### src/rtl/spi_slave_core.sv
// SPI mode-0 responder oversampled on BUS_CLK, with bus-mapped TX/RX byte buffers and
// frame status registers.
module spi_slave_core #(
    parameter int unsigned ABUSWIDTH = 16,
    parameter int unsigned MEM_BYTES = 2
) (
    input  logic                 BUS_CLK,
    input  logic                 BUS_RST,
    input  logic [ABUSWIDTH-1:0] BUS_ADD,
    input  logic [7:0]           BUS_DATA_IN,
    input  logic                 BUS_RD,
    input  logic                 BUS_WR,
    output logic [7:0]           BUS_DATA_OUT,
    input  logic                 SCLK,
    input  logic                 SDI,
    input  logic                 SEN,
    output logic                 SDO,
    output logic                 FRAME_DONE
);
    localparam int unsigned IW = (MEM_BYTES > 1) ? $clog2(MEM_BYTES) : 1;
    localparam logic [15:0] NBits = 16'(MEM_BYTES * 8);
    localparam logic [ABUSWIDTH-1:0] TxBase = ABUSWIDTH'(16);
    localparam logic [ABUSWIDTH-1:0] RxBase = ABUSWIDTH'(16 + MEM_BYTES);
    localparam logic [ABUSWIDTH-1:0] RxEnd = ABUSWIDTH'(16 + 2 * MEM_BYTES);

    logic [7:0]  tx_mem [MEM_BYTES];
    logic [7:0]  rx_mem [MEM_BYTES];
    logic [2:0]  sclk_s, sen_s;
    logic [1:0]  sdi_s;
    logic [15:0] bitcnt_q, last_cnt_q;
    logic        busy_q, done_q, overrun_q, sdo_q, frame_done_q;
    logic [7:0]  rd_data_q, rd_mux;

    logic          soft_rst, stat_clr, tx_wr, in_range;
    logic          sclk_rise, sclk_fall, sen_rise, sen_fall;
    logic [IW-1:0] byte_idx;
    logic [2:0]    bit_idx;

    assign soft_rst  = BUS_WR && (BUS_ADD == '0);
    assign stat_clr  = BUS_WR && (BUS_ADD == ABUSWIDTH'(1));
    assign tx_wr     = BUS_WR && (BUS_ADD >= TxBase) && (BUS_ADD < RxBase);
    // SCLK edges and the SEN fall only count inside an accepted frame.
    assign sclk_rise = busy_q && sclk_s[1] && !sclk_s[2];
    assign sclk_fall = busy_q && !sclk_s[1] && sclk_s[2];
    assign sen_rise  = sen_s[1] && !sen_s[2];
    assign sen_fall  = busy_q && !sen_s[1] && sen_s[2];
    assign in_range  = bitcnt_q < NBits;
    assign byte_idx  = bitcnt_q[IW+2:3];
    assign bit_idx   = 3'd7 - bitcnt_q[2:0];

    always_comb begin
        rd_mux = 8'h00;
        if (BUS_ADD == '0) begin
            rd_mux = 8'd1;
        end else if (BUS_ADD == ABUSWIDTH'(1)) begin
            rd_mux = {5'b0, overrun_q, busy_q, done_q};
        end else if (BUS_ADD == ABUSWIDTH'(2)) begin
            rd_mux = last_cnt_q[7:0];
        end else if (BUS_ADD == ABUSWIDTH'(3)) begin
            rd_mux = last_cnt_q[15:8];
        end else if ((BUS_ADD >= TxBase) && (BUS_ADD < RxBase)) begin
            rd_mux = tx_mem[IW'(BUS_ADD - TxBase)];
        end else if ((BUS_ADD >= RxBase) && (BUS_ADD < RxEnd)) begin
            rd_mux = rx_mem[IW'(BUS_ADD - RxBase)];
        end
    end

    // SEN sync chain resets high so a frame already running at reset release has no rise.
    always_ff @(posedge BUS_CLK or posedge BUS_RST) begin
        if (BUS_RST) begin
            sclk_s       <= '0;
            sen_s        <= '1;
            sdi_s        <= '0;
            bitcnt_q     <= '0;
            last_cnt_q   <= '0;
            busy_q       <= 1'b0;
            done_q       <= 1'b0;
            overrun_q    <= 1'b0;
            sdo_q        <= 1'b0;
            frame_done_q <= 1'b0;
            rd_data_q    <= '0;
        end else if (soft_rst) begin
            sclk_s       <= '0;
            sen_s        <= '1;
            sdi_s        <= '0;
            bitcnt_q     <= '0;
            last_cnt_q   <= '0;
            busy_q       <= 1'b0;
            done_q       <= 1'b0;
            overrun_q    <= 1'b0;
            sdo_q        <= 1'b0;
            frame_done_q <= 1'b0;
            rd_data_q    <= '0;
        end else begin
            sclk_s       <= {sclk_s[1:0], SCLK};
            sen_s        <= {sen_s[1:0], SEN};
            sdi_s        <= {sdi_s[0], SDI};
            frame_done_q <= 1'b0;
            // Clear first so a coincident set below wins.
            if (stat_clr) begin
                done_q    <= 1'b0;
                overrun_q <= 1'b0;
            end
            if (sen_rise) begin
                bitcnt_q <= '0;
                busy_q   <= 1'b1;
                sdo_q    <= tx_mem[0][7];
            end
            if (sclk_rise) begin
                if (!in_range) overrun_q <= 1'b1;
                if (bitcnt_q != 16'hFFFF) bitcnt_q <= bitcnt_q + 16'd1;
            end
            if (sclk_fall) begin
                sdo_q <= in_range ? tx_mem[byte_idx][bit_idx] : 1'b0;
            end
            if (sen_fall) begin
                last_cnt_q   <= bitcnt_q;
                done_q       <= 1'b1;
                frame_done_q <= 1'b1;
                busy_q       <= 1'b0;
                sdo_q        <= 1'b0;
            end
            if (BUS_RD) rd_data_q <= rd_mux;
        end
    end

    always_ff @(posedge BUS_CLK) begin
        if (tx_wr) tx_mem[IW'(BUS_ADD - TxBase)] <= BUS_DATA_IN;
        if (sclk_rise && in_range && !soft_rst) rx_mem[byte_idx][bit_idx] <= sdi_s[1];
    end

    assign BUS_DATA_OUT = rd_data_q;
    assign SDO          = sdo_q;
    assign FRAME_DONE   = frame_done_q;
endmodule

### config.mk
export PLATFORM = sky130hd
export DESIGN_NAME = spi_slave_core
export DESIGN_NICKNAME = d
export VERILOG_FILES = /design/src/rtl/spi_slave_core.sv
export SDC_FILE = /design/constraint.sdc
export NUM_CORES = 1
export LEC_CHECK = 0
export ABC_AREA = 1
export CORE_ASPECT_RATIO = 0.7
export CORE_MARGIN = 1
export CORE_UTILIZATION = 64
export CTS_BUF_LIST = sky130_fd_sc_hd__clkbuf_4 sky130_fd_sc_hd__clkbuf_8
export CTS_CLUSTER_DIAMETER = 120
export DETAILED_ROUTE_END_ITERATION = 12
export GPL_TIMING_DRIVEN = 0
export HOLD_SLACK_MARGIN = 0.15
export PLACE_DENSITY = 0.95
export SLEW_MARGIN = 20
export SYNTH_ARGS = -nofsm -noshare
export SYNTH_HDL_FRONTEND = slang
export SYNTH_SLANG_ARGS = --single-unit
### constraint.sdc
create_clock -name BUS_CLK -period 3.1 [get_ports BUS_CLK]
set_clock_uncertainty 0.1 [all_clocks]
set_input_delay 0.62 -clock BUS_CLK [delete_from_list [all_inputs] [get_ports BUS_CLK]]
set_output_delay 0.62 -clock BUS_CLK [all_outputs]
set_load 0.005 [all_outputs]
# Word-level counts from Yosys, hierarchy flattened
# Memories as Yosys holds them, arrays and structs flattened.
# Cells that the tools add are included.
# word_totals
out_inout_bits	10
mem_bits_rw	32
regBits	53
mem_count	2
word_cells	97
input_bits	31
# classes
n_reduce_logical	27
magnitude_cmp	7
muxes	42
add_sub_neg	4
eq_ne	4
# mem_list
name	words	width	read_ports	rd_ports_with_merged_regs	write_ports	line_no	source
rx_mem	2	8	1	0	1	27	logic [7:0] rx_mem [MEM_BYTES];
tx_mem	2	8	3	0	1	26	logic [7:0] tx_mem [MEM_BYTES];
# op_table
operator	count
16-bit two-way mux	6
8-bit two-way mux	9
16-bit by 5-bit < comparator with 1-bit output (second input constant)	3
16-bit by 2-bit equality test with 1-bit output (second input constant)	2
16-bit by 5-bit greater-or-equal comparator with 1-bit output (second input constant)	2
1-bit two-way mux	22
16-bit by 1-bit adder with 16-bit output (second input constant)	1
16-bit by 1-bit equality test with 1-bit output (second input constant)	1
1-bit logical AND	16
16-bit logical NOT	1
16-bit inequality test (second input constant)	1
3-bit two-way mux	2
3-bit nonzero test	2
1-bit logical NOT	5
3-bit by 4-bit < comparator with 1-bit output (second input constant)	1
2-bit nonzero test	2
4-bit nonzero test	1
1-bit binary-select mux with 3-bit select	1
1-bit demux with 3-bit select	1
3-bit by 1-bit greater-or-equal comparator with 1-bit output (second input constant)	1
3-bit subtractor (first input constant)	1
2-bit two-way mux	1
1-bit subtractor (second input constant)	2

# Longest topological paths before layout
# depth
word_depth	10
depth_mapped	13
mapped_depth_nobuf	12

# Worst setup path after synthesis
# Ideal clock, no wire load.
# synth_timing
kind	input to register
startpoint	in BUS_ADD[0]
endpoint	mem tx_mem[1][0], enable pin
t_required_ps	2617
path_stages	5
n_path_buf	3
t_arrival_ps	1838
setup_slack_ps	779
path_cell_list	clkbuf_2 > inv_1 > buf_2 > buf_2 > nor3_1
# synth_via
elab_chain_len	5
word_cells_on_any_way	7
# synth_rtl
item	line_no	source
start: declaration	9	input logic [ABUSWIDTH-1:0] BUS_ADD,
16-bit by 5-bit greater-or-equal comparator with 1-bit output	41	assign tx_wr = BUS_WR && (BUS_ADD >= TxBase) && (BUS_ADD < RxBase);
1-bit logical AND (2 in series)	41	
1-bit two-way mux	128	if (tx_wr) tx_mem[IW'(BUS_ADD - TxBase)] <= BUS_DATA_IN;
1-bit two-way mux (implied by the code)	128	
end: declaration	26	
# Several ways; a longest one is shown, not always the timed one.

# Final worst setup path
# layout_timing
startpoint	in BUS_ADD[13]
endpoint	mem tx_mem[0][6], enable pin
# layout_via
elab_chain_len	5
word_cells_on_any_way	6
# layout_rtl
item	line_no
16-bit by 5-bit greater-or-equal comparator with 1-bit output	41
1-bit logical AND	41
1-bit logical AND (*)	41
1-bit two-way mux (*)	128
1-bit two-way mux (implied by the code) (*)	128
# Mark *: on every way between the ends. The rest lies on a longest branch, timed or not.

==> impl_results.md <==
- Worst-path clk slew: 0.09 ns
- Final period util: 79.5%
- Std cell rows: 24
- Crit Path Max Fanout: 8
- Tightest Hold Check Type: register to register
- All-Layer GR Usage: 33.6%
- Critical path's slowest cell: nor3_2
- Clock Path Buffers: 2
- Initial Util: 68.8%
- I/O Buffers: 39
- Vias: 4050
- Synth cell count leaders: nand2_1 (141), nor2_1 (63), inv_1 (61)
- Status: finished clean
- Highest ir drop seen on vdd: 433 uV
- Final Non-Filler Cells: 685
- H-tree levels: 3
- Max Transition Viols Final: 0
- Req. time, crit path: 3.00 ns
- Post-synthesis cell type count: 40
- Tot Pwr: 2550 uW
- Synthesized Nets: 570
- Count leader, synth: nand2_1
- Reg2Reg Setup Slack: 0.96 ns
- Routed WL: 11.1 mm
- Max Cap Viol: 0
- Pwr dens: 490 nW/um^2
- First-pass GRT wire length: 18.3 mm
- Vias in the first global route: 3849
- YS warnings: 0
- Filler Cell Count: 405
- ANT nets after route: 0
- Clock latency on the worst-skew pair: 0.37 ns
- Hold slack: 0.340 ns
- Die W: 102 um
- Worst-path cell chain: clkdlybuf4s50_1 -> nor2_2 -> nand2_1 -> nor2_4 -> nand3_1 -> nor3_2
- TritonCTS Buffers: 9
- Crit path capture type: register
- Mapped cell area: 4440 um^2
- Sinks on Clock Net: 85
- Synth area leader: dfrtp_1
- 1st-pass router iterations: 7
- Via density: 5.91
- Clk root buf: clkbuf_8
- Largest net degree at the start of global routing: 37
- Actual slew at the worst max-slew pin: 0.720 ns
- Dpl cells: 669
- Die area: 7280 um^2
- Core Area: 6460 um^2
- Wire per inst: 16.2 um
- Post-Syn Instances: 538
- Iter 0 DRT Violations: 447
- DP Wirelength: 8.16 mm
- Max-Slew Margin vs Limit: 51.8%
- I/O Pins: 41
- Maximum clock rate: 406 MHz
- CP top delay family: simple AND/OR/NAND/NOR gates
- Startpoint types: input pin
- RSZ-0062 raised after global routing: false
- Post-CTS Hold Fix Bufs: 0
- Gpl congestion: 0.949
- Initial antenna violation count: 0
- Number of post-CTS setup repair buffers: 0
- Ys async rst share: 62.4%
- CTS tree: done
- Final setup viols: 0
- Post-synth top area share: 28.2%
- Period minus WS final: 2.47 ns
- Area delta synth->final: 17.0%
- CP arrival: 2.37 ns
- Synthesized area per cell: 8.26 um^2
- Sequential share of the synthesized area: 51.6%
- Height of the die: 71.7 um
- GRT Residual Overflow: 0
- # diodes: 0
- Final hold vios: 0
- Final nets: 621
- Share of layout cells above drive strength 1: 12.6%
- Synth top area cells: dfrtp_1 (28%), edfxtp_1 (22%), nand2_1 (12%)
- DRC Markers: 0
- Post-synth EDFFs: 32
- Max incr delay on CP: 0.63 ns
- CP Class: input pin to register
- Crit path buf inv count: 1
- Cts repair resizes: 0
- Static Leakage: 0.00231 uW
- Top_reg_cell synth: dfrtp_1
- Number of synthesized register bits: 85
## flip-flops by register name (all words and copies together) (netlist names)
register	count
bitcnt_q	16
last_cnt_q	16
rx_mem	16
tx_mem	16
BUS_DATA_OUT	8
sclk_s	3
sen_s	3
sdi_s	2
FRAME_DONE	1
SDO	1
busy_q	1
done_q	1
overrun_q	1
## worst paths after layout
kind / start / end / cells past startpoint
worst max-delay path: BUS_ADD[13] / tx_mem[0][6]$_DFFE_PP_ / 6
worst min-delay path: sclk_s[0]$_DFF_PP0_ / sclk_s[1]$_DFF_PP0_ / 2
worst max register to register: bitcnt_q[6]$_DFF_PP0_ / rx_mem[0][5]$_DFFE_PP_ / 7
worst min register to register: sclk_s[0]$_DFF_PP0_ / sclk_s[1]$_DFF_PP0_ / 2
max in group asynchronous: BUS_RST / sdi_s[1]$_DFF_PP0_ / 3
min in group asynchronous: BUS_RST / bitcnt_q[7]$_DFF_PP0_ / 2
## worst register-to-register path, stage by stage, from the launching register on
cell,delay (ns)
dfrtp_1,0.44
inv_1,0.20
nand4_1,0.16
nor3_2,0.36
nand3_4,0.13
nor2_2,0.24
nand2_2,0.09
nor2_1,0.12
## report_power, final
part | internal (uW) | switching (uW)
Combinational | 138 | 228
Clock | 458 | 424
Sequential | 1230 | 65.8
Total | 1830 | 718
## area by class of cell
| class | count | area (um^2) | area share [%] |
|---|---|---|---|
| multi-input cells | 370 | 1820 | 35.0 |
| flip-flops and latches | 85 | 2290 | 44.1 |
| plain buffers | 14 | 85.1 | 1.64 |
| clock buffers | 9 | 124 | 2.38 |
| well taps | 91 | 114 | 2.19 |
| repair buffers | 40 | 410 | 7.90 |
| clock inverters | 7 | 96.3 | 1.85 |
| inverters | 69 | 259 | 4.98 |
## layout by cell type, fill, tap and decap left out, drive strengths merged
cell type,count
clkdlybuf4s50,39
nor3b,1
clkinvlp,1
o2111ai,2
ha,1
o211ai,8
nor4,1
bufinv,2
mux2i,1
nand4,10
or2,6
clkinv,2
nor2,76
dfrtp,50
clkbuf,15
o221ai,1
nor3,16
o22ai,6
buf,9
inv,71
dfstp,3
a21oi,26
nand3,21
nand2,152
edfxtp,32
o21ai,36
xor2,6
## metrics by stage
step	setup slack (ns)	util (%)	cell area, um^2	setup TNS (ns)
2_1_floorplan	0.779	-	4440	0
3_3_place_gp	-0.00544	76.6	4950	-0.0419
3_5_place_dp	-0.121	76.9	4970	-1.48
4_1_cts	0.234	80.3	5190	0
5_1_grt	0.472	80.5	5200	0
6_report	0.635	80.5	5200	0
## layer usage
layer  vias up  part of all wire [%]  track usage (%)
li1       1845                     -                -
met1      1875                    39             46.3
met2       288                    44             51.6
met3        42                    13             9.37
met4         0                   2.8             11.6
met5         -                     0                0
## cell families after synthesis
group                      share of synthesized area [%]
AOI/OAI and AO/OA                                   9.86
xor gates and xnor gates                            1.18
adders and majority gates                          0.282
buffers and inverters                               7.74
DFF                                                 51.6
muxes                                              0.225
and+or+nand+nor                                     29.1
Note: power is estimated with default switching activity, not from simulation.
